--- src/rtl/fifo_drain_arbiter.sv ---
// Round-robin drain arbiter: grants one non-empty block FIFO at a time, serially
// reads WORD_BITS bits from it and presents the assembled word with a valid/ready handshake.
//
// state | meaning
// IDLE  | waiting for enable and a non-empty channel; arbitrates round-robin
// REQ   | fifo_req[grant] asserted for WORD_BITS cycles
// DRAIN | requests stopped; collecting the last LATENCY in-flight bits
// OUT   | word held on out_data/out_chan until the consumer takes it
module fifo_drain_arbiter #(
    parameter int WORD_BITS = 32,
    parameter int LATENCY   = 2,
    parameter int NCHAN     = 12
) (
    input  logic                 fifo_clk,
    input  logic                 fifo_rst_n,
    input  logic                 enable,
    input  logic [1:NCHAN]       fifo_empty,
    output logic [1:NCHAN]       fifo_req,
    input  logic                 fifo_bit,
    output logic [WORD_BITS-1:0] out_data,
    output logic [3:0]           out_chan,
    output logic                 out_valid,
    input  logic                 out_ready,
    output logic                 busy
);

    localparam int CNT_W = $clog2(WORD_BITS + LATENCY + 1);
    localparam logic [CNT_W-1:0] CNT_LOAD    = CNT_W'(WORD_BITS + LATENCY - 1);
    localparam logic [CNT_W-1:0] CNT_REQ_END = CNT_W'(LATENCY);
    localparam logic [CNT_W-1:0] SAMPLE_LIM  = CNT_W'(WORD_BITS);
    localparam logic [3:0]       LAST_RST    = 4'(NCHAN);

    typedef enum logic [1:0] {
        IDLE  = 2'd0,
        REQ   = 2'd1,
        DRAIN = 2'd2,
        OUT   = 2'd3
    } state_t;

    state_t           state;
    logic [3:0]       last_grant;
    logic [CNT_W-1:0] cnt;

    logic [3:0]       pick_hi;
    logic [3:0]       pick_lo;
    logic [3:0]       pick;
    logic [1:NCHAN]   pick_vec;

    // Lowest non-empty channel above last_grant wins; otherwise wrap to the lowest overall.
    always_comb begin
        pick_hi = '0;
        pick_lo = '0;
        for (int j = NCHAN; j >= 1; j--) begin
            if (!fifo_empty[j]) begin
                if (j > int'(last_grant)) begin
                    pick_hi = 4'(j);
                end else begin
                    pick_lo = 4'(j);
                end
            end
        end
        pick = (pick_hi != 4'd0) ? pick_hi : pick_lo;
        pick_vec = '0;
        for (int j = 1; j <= NCHAN; j++) begin
            pick_vec[j] = (pick == 4'(j));
        end
    end

    // cnt counts down from WORD_BITS+LATENCY-1 across REQ and DRAIN; a bit is
    // sampled once cnt drops below WORD_BITS, i.e. LATENCY cycles after each request.
    always_ff @(posedge fifo_clk or negedge fifo_rst_n) begin
        if (!fifo_rst_n) begin
            state      <= IDLE;
            last_grant <= LAST_RST;
            cnt        <= '0;
            fifo_req   <= '0;
            out_data   <= '0;
            out_chan   <= '0;
            out_valid  <= 1'b0;
            busy       <= 1'b0;
        end else begin
            case (state)
                IDLE: begin
                    if (enable && (pick != 4'd0)) begin
                        state    <= REQ;
                        fifo_req <= pick_vec;
                        out_chan <= pick;
                        cnt      <= CNT_LOAD;
                        busy     <= 1'b1;
                    end
                end
                REQ: begin
                    cnt <= cnt - 1'b1;
                    if (cnt < SAMPLE_LIM) begin
                        out_data <= {out_data[WORD_BITS-2:0], fifo_bit};
                    end
                    if (cnt == CNT_REQ_END) begin
                        fifo_req <= '0;
                        state    <= DRAIN;
                    end
                end
                DRAIN: begin
                    if (cnt < SAMPLE_LIM) begin
                        out_data <= {out_data[WORD_BITS-2:0], fifo_bit};
                    end
                    if (cnt == '0) begin
                        state     <= OUT;
                        out_valid <= 1'b1;
                    end else begin
                        cnt <= cnt - 1'b1;
                    end
                end
                OUT: begin
                    if (out_ready) begin
                        state      <= IDLE;
                        out_valid  <= 1'b0;
                        busy       <= 1'b0;
                        last_grant <= out_chan;
                    end
                end
                default: begin
                    state <= IDLE;
                end
            endcase
        end
    end

endmodule

--- config.mk ---
export PLATFORM = sky130hd
export DESIGN_NAME = fifo_drain_arbiter
export DESIGN_NICKNAME = d
export VERILOG_FILES = /design/src/rtl/fifo_drain_arbiter.sv
export SDC_FILE = /design/constraint.sdc
export NUM_CORES = 1
export LEC_CHECK = 0
export BUFFER_PORTS_ARGS = -buffer_cell sky130_fd_sc_hd__buf_2
export CAP_MARGIN = 0
export CORE_MARGIN = 2
export CORE_UTILIZATION = 40
export CTS_BUF_LIST = sky130_fd_sc_hd__clkbuf_4 sky130_fd_sc_hd__clkbuf_8 sky130_fd_sc_hd__clkbuf_16
export DETAILED_ROUTE_END_ITERATION = 16
export PLACE_DENSITY = 0.63
export SLEW_MARGIN = 20
export SYNTH_ARGS = -nofsm -noshare
export SYNTH_HDL_FRONTEND = slang
export SYNTH_SLANG_ARGS = --single-unit
--- constraint.sdc ---
create_clock -name fifo_clk -period 6.55 [get_ports fifo_clk]
set_input_delay 0 -clock fifo_clk [delete_from_list [all_inputs] [get_ports fifo_clk]]
set_output_delay 0 -clock fifo_clk [all_outputs]
set_load 0.02 [all_outputs]
==> parameters.txt, run 1 <==
Parameter                              Value

Critical path
  Worst Setup Path Type ... reg -> reg
  Worst-path fanout max ... 25
  WP data arrival ... 3450 ps
  Crit path launch type ... flop
  Endpoint class of the critical path ... flop
  Req. time, crit path ... 6760 ps

Synth
  Combinational family with the most area after synthesis ... compound AO/OA/AOI/OAI gates
  Area share of and/or/nand/nor cells after synthesis ... 14.62%
  Cell area after synthesis ... 3458 um^2
  Commonest cells post-synth ... sky130_fd_sc_hd__dfrtp_1 (60), sky130_fd_sc_hd__mux2_2 (38), sky130_fd_sc_hd__nand2_1 (36), sky130_fd_sc_hd__nor2_1 (22), sky130_fd_sc_hd__o21ai_0 (20)
  Synth Area in Compound Gates ... 19.86%
  Predominant post-synthesis flop cell ... sky130_fd_sc_hd__dfrtp_1
  Synth Instances ... 334
  Number of register bits inferred by synthesis ... 62
  Count of unique library cells instantiated by Yosys ... 62
  Synthesis Warnings ... 0
  Fraction of synthesized cell area taken by the top area cell type ... 43.42%
  Arithmetic-cell share of the synthesized area counting full adders, half adders and majority gates ... 2.171%
  Avg Synthesized Cell Area ... 10.35 um^2
  Mux share of post-synthesis cell area ... 13.86%
  Post-synth EDFFs ... 0
  Library cell with the largest summed area after synthesis ... sky130_fd_sc_hd__dfrtp_1
  Synth area leaders ... sky130_fd_sc_hd__dfrtp_1 (43%), sky130_fd_sc_hd__mux2_2 (12%), sky130_fd_sc_hd__nand2_1 (3.9%)
  Async set or reset register ratio after synthesis ... 100.0%
  Post-synthesis sequential area ratio ... 44.93%
  Cell with the most instances after synthesis ... sky130_fd_sc_hd__dfrtp_1
  Xor-xnor portion of the synthesized cell area ... 0%
  Syn_nets ... 357

Placement
  Worst slack at placement ... 3333 ps
  Gpl congestion ... 0.8735
  Port Buffer Count ... 66
  DP Wirelength ... 5421 um
  Inst Count DP ... 491

STA
  Unrepaired setup endpoints after global routing ... false
  Actual slew at the worst max-slew pin ... 759.8 ps
  Worst hold slack across all endpoints ... 144.5 ps
  Time the worst path needs with I/O delays and setup ... 3232 ps
  Max-slew headroom at the worst pin ... 49.35%
  Final setup violating endpoints ... 0
  Setup total negative slack ... 0 ps
  Final setup margin ... 3318 ps
  Max Clock Freq ... 309.4 MHz
  Worst clock skew ... 4.682 ps
  Final clock period utilization by the worst path ... 49.34%
  Count of pins over their slew limit ... 0
  Count of endpoints failing hold in the final timing report ... 0

Detailed routing
  Remaining design rule violation count ... 0
  Total wirelength of the detailed-routed design ... 7560 um
  Average wire per cell in the routed design ... 14.82 um
  Vias ... 2805
  DR iter-0 viols ... 199
  DRT antenna net count ... 0
  Number of detailed-route iterations in the first pass ... 4
  Number of vias per cell after detailed routing ... 5.500

Clock network
  Inserted Clock Buffers ... 9
  Clock network latency to the later pin of the worst-skew pair ... 330 ps
  CTS max path bufs ... 2
  Setup Buffers After CTS ... 0
  Clock-pin slew on the worst setup and hold paths ... 70 ps
  Clock Sinks ... 62
  Buffer cell driving the clock tree root ... sky130_fd_sc_hd__clkbuf_8
  Count of H-tree levels built during CTS ... 3
  Clock tree from TritonCTS ... yes

Die
  Width of the die ... 96.98 um
  CORE AREA ... 8299 um^2
  I/O pin total ... 67
  Initial cell density of the core ... 41.67%
  Standard-cell rows ... 33
  Die height ... 96.98 um
  Floorplan die area ... 9405 um^2

Flow run
  Max_cap viols ... 0

Outcome
  Run status ... complete, no violations

Pwr
  Clock power share ... 16.8%
  Power density over cell area ... 569.6 nW/um^2
  Relative contribution of sequential cells to total power ... 32.5%
  Proportion of total power due to net switching ... 44.06%
  Combinational group share of total power ... 50.7%
  Maximum vdd drop ... 0.0003119 V
  Internal power summed over all cells ... 0.001305 W
  Leakage Power ... 1.841 nW
  Total net switching power ... 0.001028 W

Cells and area
  Antenna diodes ... 0
  Fin nets ... 423
  Area delta synth->final ... 18.45%
  Layout filler cell count ... 769
  Area of the multi-input gates ... 1749 um^2
  Fraction of layout cells with a size suffix above 1 ... 34.32%
  Number of standard cells in the final layout excluding fillers ... 510
  Sequential Area ... 1554 um^2
  Final core utilization ... 49.36%

GRT
  Wire length of the first global-routing pass ... 13110 um
  Vias in the first global route ... 2656
  Overall track demand over capacity in global routing ... 16.85%
  Number of antenna violations at the first check in global routing ... 0
  Total congestion overflow after global routing ... 0
  Maximum number of pins on one net before global-route repair ... 63

Min path
  Hold WC Path Type ... in -> reg
final timing paths:
| kind | startpoint | endpoint | slack (ps) | depth (start not counted) |
|---|---|---|---|---|
| min reg2reg | fifo_req[2] | fifo_req[2] | 470 | 2 |
| max in group asynchronous | fifo_rst_n | fifo_req[10] | 5700 | 3 |
| min in group asynchronous | fifo_rst_n | out_data[9] | 350 | 3 |
| max reg2reg | last_grant[1] | fifo_req[6] | 3320 | 8 |
| max | last_grant[1] | fifo_req[6] | 3320 | 8 |
| min | enable | state[1] | 140 | 4 |
layout make-up:
cell class | instances | share of cell area [%]
timing repair buffer | 71 | 9.163
clock inverter | 3 | 1.588
clock buffer | 13 | 4.215
inverter | 13 | 1.191
multi-input combinational | 243 | 42.70
tap | 105 | 3.207
sequential | 62 | 37.94
stage by stage:
stage          instance area, um^2  total power [W]
6_report                      4096         0.002333
5_1_grt                       4096         0.002522
4_1_cts                       4096         0.002354
3_5_place_dp                  3829         0.001951
3_3_place_gp                  3829         0.001928
2_1_floorplan                 3458         0.001638
registers in the layout, indices dropped and copies added (netlist names):
name        flops
last_grant      4
state           2
out_valid       1
out_chan        4
busy            1
fifo_req       12
out_data       32
cnt             6
power by group through the flow:
stage | clock (W) | sequential (W) | combinational [W]
after detailed placement | 0 | 0.000765 | 0.00119
after floorplan | 0 | 0.000850 | 0.000788
final | 0.000393 | 0.000758 | 0.00118
after global routing | 0.000423 | 0.000797 | 0.00130
after CTS | 0.000403 | 0.000760 | 0.00119
after global placement | 0 | 0.000757 | 0.00117
critical path: stages, from the launching register on:
cell and delay [ps]:
sky130_fd_sc_hd__dfrtp_1 820, sky130_fd_sc_hd__o211ai_1 220, sky130_fd_sc_hd__a22oi_1 220, sky130_fd_sc_hd__nor2b_1 200, sky130_fd_sc_hd__a21oi_1 160, sky130_fd_sc_hd__or4b_4 600, sky130_fd_sc_hd__o21ai_2 560, sky130_fd_sc_hd__or2_2 240
sky130_fd_sc_hd__o21ai_0 80
cell families (layout without fill, tap and decap cells):
| group | count (synthesis) | after routing |
|---|---|---|
| compound gates | 95 | 95 |
| fa+ha+maj | 6 | 6 |
| buf+inv | 29 | 100 |
| flops | 62 | 62 |
| mux | 43 | 43 |
| simple gates | 99 | 99 |
routing by layer:
metal | up-vias | GRT usage (%) | routed length [um]
met3 | 6 | 6.142 | 444
met2 | 83 | 26.50 | 3556
li1 | 1361 | - | -
met4 | 0 | 2.817 | 44
met5 | - | 0 | 0
met1 | 1355 | 22.77 | 3515
layout by cell type, fill, tap and decap left out, types with 5 or more instances in the layout:
cell type / n
sky130_fd_sc_hd__a21oi_1: 12
sky130_fd_sc_hd__nor2_1: 21
sky130_fd_sc_hd__inv_1: 13
sky130_fd_sc_hd__mux2_2: 38
sky130_fd_sc_hd__nand2_1: 36
sky130_fd_sc_hd__a21o_1: 5
sky130_fd_sc_hd__dfrtp_1: 60
sky130_fd_sc_hd__clkbuf_8: 12
sky130_fd_sc_hd__buf_2: 66
sky130_fd_sc_hd__ha_1: 6
sky130_fd_sc_hd__nor3_1: 6
sky130_fd_sc_hd__o211ai_1: 5
sky130_fd_sc_hd__nor2b_1: 5
sky130_fd_sc_hd__o31ai_1: 10
sky130_fd_sc_hd__o21ai_0: 20
sky130_fd_sc_hd__nand2b_1: 8
timing repair:
action | in CTS | in global routing
hold endpoints to repair | 62 | 0
hold buffers | 3 | 0
resized for setup | 0 | 0
No activity file was read; power rests on OpenSTA's default activity.
==> run 2: changes to the inputs <==
--- a/config.mk
+++ b/config.mk
@@ -11,7 +11,7 @@
 export CORE_UTILIZATION = 40
 export CTS_BUF_LIST = sky130_fd_sc_hd__clkbuf_4 sky130_fd_sc_hd__clkbuf_8 sky130_fd_sc_hd__clkbuf_16
 export DETAILED_ROUTE_END_ITERATION = 16
-export PLACE_DENSITY = 0.63
+export PLACE_DENSITY = 0.65
 export SLEW_MARGIN = 20
 export SYNTH_ARGS = -nofsm -noshare
 export SYNTH_HDL_FRONTEND = slang
==> constraint.sdc (replaced) <==
create_clock -name fifo_clk -period 2.8 [get_ports fifo_clk]
set_input_delay 0 -clock fifo_clk [delete_from_list [all_inputs] [get_ports fifo_clk]]
set_output_delay 0 -clock fifo_clk [all_outputs]
set_load 0.02 [all_outputs]
==> parameters.txt, run 2 (synthesis gave the netlist of run 1 again) <==
Parameter                              Value

Critical path
  Count of buffer and inverter cells on the critical path ... 0
  Cells along the critical path ... a22oi_1, o21a_1, a31o_1, a21o_1, or4b_4, o21ai_4, or2b_4, mux2_1
  Crit path launch type ... flop
  Endpoint class of the critical path ... flop
  Req. time, crit path ... 3010 ps
  Worst-path fanout max ... 12
  Path length in cells of the critical path ... 8
  Worst Reg2Reg Path Length in Cells ... 8
  Register-to-Register Setup Slack ... 60 ps
  Worst Setup Path Type ... reg -> reg
  Crit path largest cell delay ... 710 ps
  Cell family contributing the most delay on the critical path ... compound AO/OA/AOI/OAI gates
  Capturing point of the worst reg2reg path ... cnt[0]
  Slowest cell on crit path ... sky130_fd_sc_hd__dfstp_4
  Critical R2R Launch ... last_grant[2]
  WP data arrival ... 2950 ps

Pwr
  Proportion of total power due to net switching ... 42.41%
  Combinational group share of total power ... 55.0%
  Relative contribution of sequential cells to total power ... 27.3%
  Total Power Consumption ... 0.006137 W
  Internal power summed over all cells ... 0.003534 W
  Total net switching power ... 0.002603 W
  Clock power share ... 17.7%
  Leakage Power ... 2.005 nW
  Maximum vdd drop ... 0.0006538 V
  Power density over cell area ... 1382 nW/um^2

Detailed routing
  Number of vias per cell after detailed routing ... 5.443
  Total wirelength of the detailed-routed design ... 8128 um
  Average wire per cell in the routed design ... 15.14 um
  Vias ... 2923
  Remaining design rule violation count ... 0
  DRT antenna net count ... 0
  DR iter-0 viols ... 149
  Number of detailed-route iterations in the first pass ... 5

Die
  Initial cell density of the core ... 41.67%
  Die height ... 96.98 um
  Width of the die ... 96.98 um
  Floorplan die area ... 9405 um^2
  CORE AREA ... 8299 um^2
  I/O pin total ... 67
  Standard-cell rows ... 33

STA
  Final clock period utilization by the worst path ... 97.69%
  Actual slew at the worst max-slew pin ... 597.3 ps
  Count of pins over their slew limit ... 0
  Unrepaired setup endpoints after global routing ... true
  Count of endpoints failing hold in the final timing report ... 0
  Max Clock Freq ... 365.6 MHz
  Worst hold slack across all endpoints ... 32.86 ps
  Final setup violating endpoints ... 0
  Setup total negative slack ... 0 ps
  Max-slew headroom at the worst pin ... 60.18%
  Time the worst path needs with I/O delays and setup ... 2735 ps
  Worst clock skew ... 5.217 ps

GRT
  Maximum number of pins on one net before global-route repair ... 49
  Wire length of the first global-routing pass ... 13700 um
  Total congestion overflow after global routing ... 0
  Number of antenna violations at the first check in global routing ... 0
  Vias in the first global route ... 2837
  Overall track demand over capacity in global routing ... 17.55%

Cells and area
  Largest registers ... out_data x32, fifo_req x12, cnt x6
  Antenna diodes ... 0
  Most frequent cells in the layout ... sky130_fd_sc_hd__buf_2 (65), sky130_fd_sc_hd__dfrtp_1 (58), sky130_fd_sc_hd__mux2_2 (38)
  Fraction of layout cells with a size suffix above 1 ... 42.36%
  Sequential Area ... 1560 um^2
  Layout filler cell count ... 771
  Number of flip-flops under the largest register name ... 32
  Area delta synth->final ... 28.36%
  Fin nets ... 450
  Leading cell type in the layout, fill and taps excluded ... sky130_fd_sc_hd__buf_2
  Biggest register ... out_data
  Area of the multi-input gates ... 1843 um^2

Flow run
  Max_cap viols ... 0

Clock network
  Clock Sinks ... 62
  Count of H-tree levels built during CTS ... 3
  CTS max path bufs ... 2
  Buffer cell driving the clock tree root ... sky130_fd_sc_hd__clkbuf_8
  Clock-pin slew on the worst setup and hold paths ... 70 ps
  Clock tree from TritonCTS ... yes
  Clock network latency to the later pin of the worst-skew pair ... 330 ps
  Inserted Clock Buffers ... 9

Placement
  Gpl congestion ... 0.8898
  DP Wirelength ... 5860 um
  Port Buffer Count ... 66

Min path
  Startpoint of the lowest-slack hold path ... out_ready
  Hold WC Path Type ... in -> reg
  Number of cells on the worst hold path ... 4
  Hold Crit Endpoint ... out_valid

Outcome
  Run status ... complete, no violations
==> run 2: per-layer routing <==
layer	GRT usage [%]	share of wire, %
met1	23.22	45
met2	27.99	47
met3	5.564	6.4
met4	4.550	1.3
met5	0	0
==> run 2: worst max-delay path by stage <==
stage | startpoint | to | slack [ps]
after CTS | last_grant[2] | fifo_req[5] | 30
after detailed placement | last_grant[2] | fifo_req[5] | -2
after global routing | last_grant[0] | fifo_req[9] | -50
after global placement | last_grant[2] | fifo_req[6] | 40
final | last_grant[2] | cnt[0] | 60
after floorplan | last_grant[2] | cnt[0] | 120
==> run 2: cell type report <==
class | instances | area share [%]
clock inverter | 5 | 2.903
tap | 105 | 2.959
timing repair buffer | 98 | 12.97
multi-input combinational | 243 | 41.52
inverter | 13 | 1.099
sequential | 62 | 35.15
clock buffer | 11 | 3.410
==> run 2: power by group through the flow <==
stage	clock [W]	combinational, W	sequential, W
after floorplan	0	0.00184	0.00199
after global placement	0	0.00301	0.00170
after detailed placement	0	0.00306	0.00172
after CTS	0.00111	0.00308	0.00171
after global routing	0.00115	0.00369	0.00174
final	0.00109	0.00338	0.00167
==> run 2: worst min-delay path, cell delays in order <==
cell and delay [ps]:
sky130_fd_sc_hd__buf_2 130, sky130_fd_sc_hd__nand2_1 60, sky130_fd_sc_hd__nand2_1 50, sky130_fd_sc_hd__o21ai_0 80
==> run 2: what timing repair did <==
item                                    4_1_cts  5_1_grt
setup buffers                                 0       10
hold buffers                                  2        0
hold endpoints to repair                     47        0
pin swaps                                     0        3
gates resized for setup                       3       19
endpoints found under the setup margin        2       25
==> run 2: metrics by stage <==
stage | util (%) | worst slack, ps | instances | cell area, um^2
after CTS | 51.47 | 31.83 | 527 | 4272
after global routing | 53.49 | -46.55 | 537 | 4439
after global placement | 47.76 | 36.41 | 509 | 3964
after detailed placement | 47.76 | -2.381 | 509 | 3964
after floorplan | - | 119.0 | 334 | 3458
final | 53.49 | 64.54 | 537 | 4439
==> run 3: changes to the inputs <==
--- a/config.mk
+++ b/config.mk
@@ -8,10 +8,10 @@
 export BUFFER_PORTS_ARGS = -buffer_cell sky130_fd_sc_hd__buf_2
 export CAP_MARGIN = 0
 export CORE_MARGIN = 2
-export CORE_UTILIZATION = 40
+export CORE_UTILIZATION = 45
 export CTS_BUF_LIST = sky130_fd_sc_hd__clkbuf_4 sky130_fd_sc_hd__clkbuf_8 sky130_fd_sc_hd__clkbuf_16
 export DETAILED_ROUTE_END_ITERATION = 16
-export PLACE_DENSITY = 0.65
+export PLACE_DENSITY = 0.72
 export SLEW_MARGIN = 20
 export SYNTH_ARGS = -nofsm -noshare
 export SYNTH_HDL_FRONTEND = slang
==> parameters.txt, run 3 (synthesis gave the netlist of run 1 again) <==
Parameter                              Value

STA
  Max Clock Freq ... 370.6 MHz
  Final setup violating endpoints ... 0
  Final setup margin ... 101.9 ps
  Actual slew at the worst max-slew pin ... 612.1 ps
  Unrepaired setup endpoints after global routing ... true
  Count of endpoints failing hold in the final timing report ... 0
  Worst clock skew ... 9.764 ps
  Setup total negative slack ... 0 ps
  Worst hold slack across all endpoints ... 148.0 ps
  Time the worst path needs with I/O delays and setup ... 2698 ps
  Max-slew headroom at the worst pin ... 59.19%
  Final clock period utilization by the worst path ... 96.36%
  Count of pins over their slew limit ... 0

Flow run
  Max_cap viols ... 0

Critical path
  Crit path launch type ... flop
  WP data arrival ... 2920 ps
  Req. time, crit path ... 3020 ps
  Worst-path fanout max ... 16
  Endpoint class of the critical path ... flop
  Worst Setup Path Type ... reg -> reg

Outcome
  Run status ... complete, no violations

Placement
  Worst slack at placement ... 67.63 ps
  Gpl congestion ... 0.8537
  Port Buffer Count ... 66
  Inst Count DP ... 507
  DP Wirelength ... 5757 um

Cells and area
  Leading cell type in the layout, fill and taps excluded ... sky130_fd_sc_hd__buf_2
  Largest registers ... out_data x32, fifo_req x12, cnt x6
  Number of standard cells in the final layout excluding fillers ... 528
  Layout filler cell count ... 624
  Number of flip-flops under the largest register name ... 32
  Final core utilization ... 58.87%
  Biggest register ... out_data
  Area delta synth->final ... 24.78%
  Fin nets ... 447
  Fraction of layout cells with a size suffix above 1 ... 40.33%
  Most frequent cells in the layout ... sky130_fd_sc_hd__buf_2 (66), sky130_fd_sc_hd__dfrtp_1 (59), sky130_fd_sc_hd__mux2_2 (38)
  Antenna diodes ... 0

Detailed routing
  Average wire per cell in the routed design ... 15.09 um
  Met2 Routed Length ... 3895 um
  DR iter-0 viols ... 159
  Routed length on met1 ... 3647 um
  Number of detailed-route iterations in the first pass ... 4
  Vias ... 2885
  Number of vias per cell after detailed routing ... 5.464
  Total wirelength of the detailed-routed design ... 7965 um
  Uppermost routed layer ... met4
  Remaining design rule violation count ... 0
  DRT antenna net count ... 0
  Wire length on met3 ... 366 um

Clock network
  Clock tree from TritonCTS ... yes
  Inserted Clock Buffers ... 9
  Clock Sinks ... 62
  Clock network latency to the later pin of the worst-skew pair ... 330 ps
  Count of H-tree levels built during CTS ... 3
  Buffer cell driving the clock tree root ... sky130_fd_sc_hd__clkbuf_8
  Clock-pin slew on the worst setup and hold paths ... 70 ps
  CTS max path bufs ... 2

GRT
  Wire length of the first global-routing pass ... 13390 um
  Vias in the first global route ... 2784
  Overall track demand over capacity in global routing ... 19.74%
  Total congestion overflow after global routing ... 0
  Number of antenna violations at the first check in global routing ... 0
  Maximum number of pins on one net before global-route repair ... 36

Die
  Die height ... 91.67 um
  Standard-cell rows ... 31
  I/O pin total ... 67
  Initial cell density of the core ... 47.18%
  Floorplan die area ... 8402 um^2
  CORE AREA ... 7331 um^2
  Width of the die ... 91.67 um

Pwr
  Combinational group share of total power ... 57.4%
  Proportion of total power due to net switching ... 44.15%
  Internal power summed over all cells ... 0.003230 W
  Leakage Power ... 1.954 nW
  Maximum vdd drop ... 0.0006165 V
  Power density over cell area ... 1340 nW/um^2
  Clock power share ... 13.4%
  Relative contribution of sequential cells to total power ... 29.2%
  Total net switching power ... 0.002553 W

Min path
  Hold WC Path Type ... in -> reg
-- run 3: changes by cell type in the layout (fill, tap and decap cells not counted), moves of 2 or more --
cell | before | now
sky130_fd_sc_hd__buf_4 | 30 | 23
sky130_fd_sc_hd__clkbuf_4 | 0 | 4
sky130_fd_sc_hd__bufinv_16 | 4 | 1
sky130_fd_sc_hd__buf_12 | 0 | 2
sky130_fd_sc_hd__clkbuf_8 | 11 | 9
sky130_fd_sc_hd__clkinv_2 | 0 | 2
-- run 3: per-layer routing --
metal	vias up	global-route usage (%)
li1	1410	-
met1	1410	27.01
met2	61	31.00
met3	4	4.766
met4	0	6.313
met5	-	0
-- run 3: layout make-up --
cell class	count	area, um^2	share of cell area [%]
repair buffers	95	580.6	13.45
inverters	13	48.80	1.131
well taps	99	123.9	2.870
clock inverters	4	47.55	1.102
flip-flops and latches	62	1559	36.13
clock buffers	12	146.4	3.392
multi-input cells	243	1809	41.93
-- run 3: metrics by stage --
step,instance area [um^2],power [W]
after floorplan,3458,0.003831
after global placement,4011,0.004802
after detailed placement,4011,0.004886
after CTS,4235,0.005693
after global routing,4315,0.006203
final,4315,0.005782
-- run 3: final timing paths --
path	end	cells past startpoint	startpoint	slack, ps
setup / recovery	cnt[0]	8	last_grant[2]	100
hold / removal	state[1]	4	enable	150
setup reg to reg	cnt[0]	8	last_grant[2]	100
hold reg to reg	fifo_req[6]	2	fifo_req[6]	490
max in group asynchronous	last_grant[3]	3	fifo_rst_n	1700
min in group asynchronous	out_data[12]	2	fifo_rst_n	200
-- run 3: power groups by stage --
stage / logic [W] / clock network (W) / registers [W]
after floorplan: 0.00184 / 0 / 0.00199
after global placement: 0.00312 / 0 / 0.00168
after detailed placement: 0.00319 / 0 / 0.00170
after CTS: 0.00321 / 0.000795 / 0.00169
after global routing: 0.00361 / 0.000830 / 0.00176
final: 0.00332 / 0.000773 / 0.00169
-- run 3: timing repair --
item | 4_1_cts | 5_1_grt
endpoints found under the hold margin | 29 | 0
setup buffers | 0 | 2
resized for setup | 0 | 18
hold buffers | 3 | 0
endpoints found under the setup margin | 0 | 25
-- run 3: worst max-delay path: stages (launching register included) --
cell	delay, ps
sky130_fd_sc_hd__dfstp_4	720
sky130_fd_sc_hd__a22oi_1	130
sky130_fd_sc_hd__a22oi_1	210
sky130_fd_sc_hd__nor2b_2	220
sky130_fd_sc_hd__a21oi_2	100
sky130_fd_sc_hd__or4b_4	590
sky130_fd_sc_hd__o21ai_4	170
sky130_fd_sc_hd__or2b_4	150
sky130_fd_sc_hd__mux2_1	310
